$ cat src/rtl/muldiv_pkg.sv
// Shared encodings, state type and helpers for the multi-cycle HI/LO multiply/divide unit.
package muldiv_pkg;

  localparam logic [1:0] OP_MULT  = 2'b00;
  localparam logic [1:0] OP_MULTU = 2'b01;
  localparam logic [1:0] OP_DIV   = 2'b10;
  localparam logic [1:0] OP_DIVU  = 2'b11;

  localparam int MULDIV_ITER  = 32;
  localparam int MULDIV_CNT_W = 6;

  typedef enum logic [1:0] {
    IDLE = 2'd0,
    PREP = 2'd1,
    RUN  = 2'd2,
    FIX  = 2'd3
  } muldiv_state_t;

  function automatic logic [31:0] cond_neg32(input logic neg, input logic [31:0] x);
    return neg ? (32'd0 - x) : x;
  endfunction

  function automatic logic [63:0] cond_neg64(input logic neg, input logic [63:0] x);
    return neg ? (64'd0 - x) : x;
  endfunction

endpackage

$ cat src/rtl/muldiv_div_step.sv
// One restoring-division iteration: trial subtract of the divisor from the shifted partial remainder.
module div_step (
  input  logic [32:0] rem_i,
  input  logic [31:0] div_i,
  output logic [31:0] rem_o,
  output logic        qbit_o
);

  logic [33:0] trial;
  logic        unused_trial_msb;

  // Bit 33 is the borrow; a kept result is always below the divisor, so bit 32 is zero.
  assign trial            = {1'b0, rem_i} - {2'b00, div_i};
  assign qbit_o           = ~trial[33];
  assign rem_o            = qbit_o ? trial[31:0] : rem_i[31:0];
  assign unused_trial_msb = trial[32];

endmodule

$ cat src/rtl/muldiv_unit.sv
// Multi-cycle MULT/MULTU/DIV/DIVU unit with HI/LO registers and MTHI/MTLO writes.
// Define MULDIV_DIV0_FAST_EN to let zero-divisor divides skip the iteration phase.
module muldiv_unit
  import muldiv_pkg::*;
#(
  parameter int ITER = MULDIV_ITER
) (
  input  logic        clk,
  input  logic        reset,
  input  logic        start,
  input  logic [1:0]  op,
  input  logic [31:0] a,
  input  logic [31:0] b,
  input  logic        mthi,
  input  logic        mtlo,
  input  logic [31:0] wdata,
  output logic        busy,
  output logic        done,
  output logic        div_zero,
  output logic [31:0] hi,
  output logic [31:0] lo
);

  localparam logic [MULDIV_CNT_W-1:0] LAST_CNT = MULDIV_CNT_W'(ITER - 1);

  muldiv_state_t           state_q;
  logic [1:0]              op_q;
  logic [31:0]             a_q;
  logic [31:0]             b_q;
  logic [31:0]             mag_q;
  logic [63:0]             acc_q;
  logic                    neg_lo_q;
  logic                    neg_hi_q;
  logic [MULDIV_CNT_W-1:0] cnt_q;
  logic [31:0]             hi_q;
  logic [31:0]             lo_q;
  logic                    done_q;
  logic                    dz_q;

  logic        is_div;
  logic        a_neg;
  logic        b_neg;
  logic        b_zero;
  logic [32:0] mul_sum;
  logic [63:0] mul_acc_d;
  logic [32:0] rem_in;
  logic [31:0] rem_nxt;
  logic        qbit;
  logic [63:0] div_acc_d;
  logic [63:0] acc_d;
  logic [63:0] prod_fix;

  assign is_div = op_q[1];
  assign a_neg  = ~op_q[0] & a_q[31];
  assign b_neg  = ~op_q[0] & b_q[31];
  assign b_zero = (b_q == 32'd0);

  // Both paths keep |a| in the low half of acc_q and |b| in mag_q.
  // Multiply: add |b| into the upper half when the low bit is set, then shift right.
  assign mul_sum   = {1'b0, acc_q[63:32]} + (acc_q[0] ? {1'b0, mag_q} : 33'd0);
  assign mul_acc_d = {mul_sum, acc_q[31:1]};

  // Divide: remainder in the upper half, dividend shifting out / quotient shifting in below.
  assign rem_in    = {acc_q[63:32], acc_q[31]};
  assign div_acc_d = {rem_nxt, acc_q[30:0], qbit};
  assign acc_d     = is_div ? div_acc_d : mul_acc_d;
  assign prod_fix  = cond_neg64(neg_lo_q, acc_q);

  div_step u_div_step (
    .rem_i  (rem_in),
    .div_i  (mag_q),
    .rem_o  (rem_nxt),
    .qbit_o (qbit)
  );

  always_ff @(posedge clk) begin
    done_q <= 1'b0;
    if (reset) begin
      state_q <= IDLE;
      hi_q    <= 32'd0;
      lo_q    <= 32'd0;
      dz_q    <= 1'b0;
      cnt_q   <= '0;
    end else begin
      case (state_q)
        IDLE: begin
          if (start) begin
            op_q    <= op;
            a_q     <= a;
            b_q     <= b;
            dz_q    <= 1'b0;
            state_q <= PREP;
          end else begin
            if (mthi) hi_q <= wdata;
            if (mtlo) lo_q <= wdata;
          end
        end
        PREP: begin
          mag_q    <= cond_neg32(b_neg, b_q);
          acc_q    <= {32'd0, cond_neg32(a_neg, a_q)};
          neg_lo_q <= a_neg ^ b_neg;
          neg_hi_q <= a_neg;
          cnt_q    <= '0;
`ifdef MULDIV_DIV0_FAST_EN
          state_q  <= (is_div && b_zero) ? FIX : RUN;
`else
          state_q  <= RUN;
`endif
        end
        RUN: begin
          acc_q <= acc_d;
          cnt_q <= cnt_q + MULDIV_CNT_W'(1);
          if (cnt_q == LAST_CNT) state_q <= FIX;
        end
        FIX: begin
          if (is_div && b_zero) begin
            hi_q <= a_q;
            lo_q <= 32'hFFFF_FFFF;
            dz_q <= 1'b1;
          end else if (is_div) begin
            hi_q <= cond_neg32(neg_hi_q, acc_q[63:32]);
            lo_q <= cond_neg32(neg_lo_q, acc_q[31:0]);
          end else begin
            hi_q <= prod_fix[63:32];
            lo_q <= prod_fix[31:0];
          end
          done_q  <= 1'b1;
          state_q <= IDLE;
        end
        default: state_q <= IDLE;
      endcase
    end
  end

  assign busy     = (state_q != IDLE);
  assign done     = done_q;
  assign div_zero = dz_q;
  assign hi       = hi_q;
  assign lo       = lo_q;

endmodule

$ cat config.mk
export PLATFORM = sky130hd
export DESIGN_NAME = muldiv_unit
export DESIGN_NICKNAME = d
export VERILOG_FILES = /design/src/rtl/muldiv_pkg.sv /design/src/rtl/muldiv_div_step.sv /design/src/rtl/muldiv_unit.sv
export SDC_FILE = /design/constraint.sdc
export NUM_CORES = 1
export LEC_CHECK = 0
export CORE_UTILIZATION = 40
export CTS_CLUSTER_SIZE = 14
export DETAILED_ROUTE_END_ITERATION = 12
export DONT_BUFFER_PORTS = 1
export GPL_TIMING_DRIVEN = 0
export MAX_ROUTING_LAYER = met4
export PLACE_DENSITY_LB_ADDON = 0.3
export SYNTH_ARGS = -nofsm -noshare
export SYNTH_HDL_FRONTEND = slang
export SYNTH_SLANG_ARGS = --single-unit
$ cat constraint.sdc
create_clock -name clk -period 4.7 [get_ports clk]
set_clock_uncertainty 0.1 [all_clocks]
set_input_delay 0.94 -clock clk [delete_from_list [all_inputs] [get_ports clk]]
set_output_delay 0.94 -clock clk [all_outputs]
set_load 0.1 [all_outputs]
==> results.toml, run 1 <==
[synth]
synth_edf_count = 164
syn_inst = 1804
synth_top_area_share = 0.303
synth_top_area_cell = "edfxtp_1"
ys.warnings.count = 0
synth_flop_cell = "edfxtp_1"
synthTopCellsByArea = "edfxtp_1, dfxtp_1, a21oi_1"
avgSynthCellArea_sq_um = 9.02
synth_area_sq_um = 16300
synth.distinct_cells = 77
ys_ff_latch = 238
synth_fp_nets = 1982
async_reset_ff_frac = 0
seq_area_frac_synth = 0.394

[floorplan]
start_util = 0.408
rows = 73
die_w_um = 204
dieArea_sq_um = 41500
core-area_sq_um = 39900
ios = 170
die_h_um = 204

[worst_setup_path]
crit_family = "compound AO/OA/AOI/OAI gates"
cp_num_cells = 12
cpPeakStageDelay_ps = 570
rr_startpoint = "acc_q[0]"
worst_r2r_endpoint = "hi[24]"
crit_chain = "inv_1, clkbuf_2, ha_1, or4b_4, nor4_2, nand4_2, o21a_1, o41ai_1, xnor2_1, a21oi_1, mux2i_1, a211oi_1"
worstRegToRegCells = 12
critPathBufInv = 2
r2r_slack_ps = 110
setup.worst_path.start_class = "register"
critPathKind = "register to register"
cp.required_ps = 5100
cp.arrival_ps = 4990
slowest_stage = "edfxtp_1"
crit_path_max_fanout = 10
worstSetupEndpointType = "register"

[sta]
post-route-period-util = 0.978
rsz0062_at_grt = "no"
post-route-min-period_ps = 4590
whs_ps = 343
setup_violations = 0
hold_viol = 0
timing.fmax_ghz = 0.218
slew_viol_final = 0
layout_setup_ws_ps = 105
slew_headroom = 0.226
worstMarginPinSlew_ps = 1160

[layout]
final_nets = 2017
stdcell_area_sq_um = 18000
synthToLayoutAreaGrowth_pct = 10.6
drive_above_1_share = 0.0489
fillerInstances = 3843
fin_cells = 2387
final_common_cell = "nor2_1"
final_cell_mix = "nor2_1, a21oi_1, edfxtp_1"

[drt]
vias = 14615
first_pass_iters = 5
drcViolationCount = 0
ant_nets = 0
routed_wl_mm = 58.1
drt_iter0_drc = 1427
avgViaCountPerCell = 6.12
post_drt_wl_per_cell_um = 24.3

[global_route]
grt.overflow.total = 0
grt_pass1_wl_mm = 86.0
antenna_found_initial = 2
grt_max_degree = 37
first_global_vias = 13688
grt_usage = 0.281

[placement]
port_buffers = 0
hpwl_mm = 45.9
dp_cells = 2333
gp_congestion = 0.992
post-place-ws_ps = -32.6
placed_area_sq_um = 17000

[power]
powerDensity_nw_per_um2 = 614
max-vdd-ir-drop_uv = 332
p_total_mw = 11.0
p_leak_nw = 6.73

[clocking]
cts_sinks = 238
clk_latency_ps = 590
hold_buffers = 0
post_cts_buffers = 0
htree_levels = 1
clkTransAtPathRegs_ps = 60
cts_inserted_buffers = 29
cts_buffer_depth = 3
cts_tree = "built"
cts-root-buf = "clkbuf_16"

[flow_run]
maxCapViolations = 0

[status]
status = "finished, final reports clean"

[worst_hold_path]
hp-start = "a[12]"
timing.hold.worst_endpoint = "a_q[12]"
hp-class = "primary input to register"
whs_path_depth = 0
## state kept, by name, summed over array words and instances (netlist names), 2 cells and up
signal	flops
cnt_q	6
a_q	32
op_q	2
state_q	2
acc_q	64
b_q	32
lo	32
mag_q	32
hi	32
## through the flow
| stage | setup TNS (ps) | utilization |
|---|---|---|
| after global routing | 0 | 0.451 |
| final | 0 | 0.451 |
| after global placement | -10180 | 0.424 |
| after floorplan | 0 | - |
| after CTS | 0 | 0.450 |
| after detailed placement | -51.5 | 0.427 |
## synthesized netlist by cell type (61+ instances only)
cell type / instances
clkbuf_1: 82
mux2i_1: 61
o21ai_0: 95
ha_1: 73
dfxtp_1: 74
nand2_1: 135
nor2_1: 188
edfxtp_1: 164
inv_1: 71
xor2_1: 72
a21oi_1: 185
xnor2_1: 98
## where the power goes
group          internal, mW  switching [mW]
clock network          1.29           0.925
registers              2.84            1.38
logic                  1.69            2.92
total                  5.83            5.22
## cell families after synthesis
family	Yosys count	synth area share
AO/OA/AOI/OAI	554	0.222
XOR/XNOR	170	0.0915
adder cells (fa/ha/maj)	75	0.0586
buffers and inverters	167	0.0392
flip-flops	238	0.394
multiplexers	62	0.0382
AND/OR/NAND/NOR	538	0.157
## how the worst max path moves through the flow
stage	from	end	slack [ps]
after detailed placement	acc_q[0]	hi[24]	-30
after CTS	acc_q[0]	acc_q[60]	80
after global routing	acc_q[0]	hi[24]	10
final	acc_q[0]	hi[24]	110
after global placement	reset	a_q[13]	-180
after floorplan	reset	a_q[0]	1090
## final cells by class
| cell class | instances | area [sq um] | area share |
|---|---|---|---|
| Tap cell | 525 | 657 | 0.0365 |
| Buffer | 96 | 375 | 0.0209 |
| Clock buffer | 41 | 836 | 0.0465 |
| Sequential cell | 238 | 6410 | 0.356 |
| Clock inverter | 11 | 95.1 | 0.00529 |
| Inverter | 71 | 267 | 0.0148 |
| Multi-Input combinational cell | 1399 | 9260 | 0.515 |
| Antenna cell | 2 | 5.00 | 0.000278 |
| Timing Repair Buffer | 4 | 87.6 | 0.00487 |
## timing repair
item,4_1_cts,5_1_grt
setup endpoints to repair,2,19
pin swaps,0,0
gates resized for setup,1,6
gates cloned,0,0
## per-layer routing
metal  vias to the layer above  wire, um  part of all wire  track usage
li1                       6766         -                 -            -
met1                      7031     25900              0.45        0.393
met2                       695     24800              0.43        0.405
met3                       123      5380             0.093       0.0494
met4                         0      2040             0.035       0.0980
met5                         -         0                 0            -
(Power assumes the default switching activity.)
==> run 2, diff against run 1 <==
- CTS_BUF_LIST: not set -> sky130_fd_sc_hd__clkbuf_8
==> results.toml, run 2 (synthesis results as in run 1) <==
[power]
p_comb_frac = 0.419
max-vdd-ir-drop_uv = 239
powerDensity_nw_per_um2 = 613
power_frac_seq = 0.383
p_sw_frac = 0.481
p_total_mw = 11.0
p_int_mw = 5.72
p_leak_nw = 6.79
p_sw_mw = 5.31
clockPowerShare = 0.198

[global_route]
grt_max_degree = 37
first_global_vias = 13858
grt.overflow.total = 0
grt_pass1_wl_mm = 86.7
antenna_found_initial = 0
grt_usage = 0.286

[layout]
final_common_cell = "nor2_1"
synthToLayoutAreaGrowth_pct = 10.6
final_cell_mix = "nor2_1, a21oi_1, edfxtp_1"
fillerInstances = 3868
drive_above_1_share = 0.0613
final_nets = 2034
diodes = 0
top_register = "acc_q"
largest_register_ff_count = 64

[worst_setup_path]
critPathBufInv = 2
setup.worst_path.start_class = "register"
endpoint = "hi[24]"
cp.arrival_ps = 5060
worstSetupEndpointType = "register"
crit_path_max_fanout = 10
critPathKind = "register to register"
cp.required_ps = 5150
worst_r2r_endpoint = "hi[24]"
crit_family = "compound AO/OA/AOI/OAI gates"
cp-startpoint = "acc_q[0]"
r2r_slack_ps = 90
cpPeakStageDelay_ps = 590
worstRegToRegCells = 12
rr_startpoint = "acc_q[0]"
cp_num_cells = 12
slowest_stage = "edfxtp_1"
crit_chain = "inv_1, clkbuf_2, ha_1, or4b_4, nor4_2, nand4_2, o21a_1, o41ai_1, xnor2_1, a21oi_1, mux2i_1, a211oi_1"

[sta]
fin_tns_setup_ps = 0
setup_violations = 0
post-route-min-period_ps = 4610
slew_headroom = 0.246
hold_viol = 0
timing.fmax_ghz = 0.217
post-route-period-util = 0.982
rsz0062_at_grt = "no"
slew_viol_final = 0
worstMarginPinSlew_ps = 1130

[clocking]
clkTransAtPathRegs_ps = 60
post_cts_buffers = 0
htree_levels = 2
cts-root-buf = "clkbuf_8"
cts_buffer_depth = 3
hold_buffers = 0
cts_sinks = 238
clk_latency_ps = 660
cts_inserted_buffers = 46
cts_tree = "built"

[worst_hold_path]
whs_path_depth = 0
hp-class = "primary input to register"

[status]
status = "finished, final reports clean"

[drt]
post_drt_wl_per_cell_um = 24.2
drcViolationCount = 0
vias = 14742
avgViaCountPerCell = 6.10
drt_iter0_drc = 1674
routed_wl_mm = 58.5
first_pass_iters = 5
ant_nets = 0

[placement]
port_buffers = 0
gp_congestion = 0.992
hpwl_mm = 45.9

[floorplan]
die_w_um = 204
rows = 73
dieArea_sq_um = 41500
start_util = 0.408
die_h_um = 204
core-area_sq_um = 39900
ios = 170

[flow_run]
maxCapViolations = 0
run 2: power groups by stage:
| stage | Clock, mW | Sequential [mW] | Combinational, mW |
|---|---|---|---|
| finish | 2.19 | 4.22 | 4.62 |
| CTS | 2.23 | 4.19 | 4.52 |
| floorplan | 0 | 3.94 | 3.32 |
| global route | 2.31 | 4.26 | 5.03 |
| global placement | 0 | 4.26 | 4.37 |
| detailed placement | 0 | 4.23 | 4.50 |
run 2: per-layer routing:
metal	share of wire	global-route usage	wire length (um)
met5	0	-	0
met4	0.033	0.107	1930
met3	0.093	0.0569	5420
met2	0.43	0.410	25200
met1	0.44	0.394	26000
run 2: final cells by class:
class | count | area, sq um | share of cell area
multi-input cells | 1399 | 9260 | 0.515
flip-flops and latches | 238 | 6410 | 0.356
clock buffers | 48 | 661 | 0.0367
well taps | 525 | 657 | 0.0365
plain buffers | 96 | 375 | 0.0209
clock inverters | 35 | 284 | 0.0158
inverters | 71 | 267 | 0.0148
repair buffers | 4 | 87.6 | 0.00487
run 2: repair_timing:
action | in CTS | in global routing
hold endpoints to repair | 0 | 0
gates resized for setup | 1 | 7
endpoints found under the setup margin | 2 | 16
run 2: worst register-to-register path: stages (launching register included):
cell and delay, ps:
edfxtp_1 590, inv_1 240, clkbuf_2 340, ha_1 280, or4b_4 510, nor4_2 360, nand4_2 320, o21a_1 420
o41ai_1 430, xnor2_1 140, a21oi_1 330, mux2i_1 180, a211oi_1 270
run 2: metrics by stage:
step | util | instances | cell area (sq um) | setup WS, ps | hold WS, ps
finish | 0.451 | 2416 | 18000 | 85.3 | 279
global route | 0.451 | 2416 | 18000 | 3.80 | 249
CTS | 0.450 | 2416 | 18000 | 48.5 | 234
detailed placement | 0.427 | 2333 | 17000 | -32.6 | 353
global placement | 0.424 | 2329 | 16900 | -175 | 342
floorplan | - | 1804 | 16300 | 1090 | 326
run 2: how the worst min path moves through the flow:
stage | from | endpoint | slack [ps]
2_1_floorplan | b_q[0] | mag_q[0] | 330
3_3_place_gp | b_q[0] | mag_q[0] | 340
3_5_place_dp | b_q[0] | mag_q[0] | 350
4_1_cts | op[0] | op_q[0] | 230
5_1_grt | op[0] | op_q[0] | 250
6_report | a[24] | a_q[24] | 280
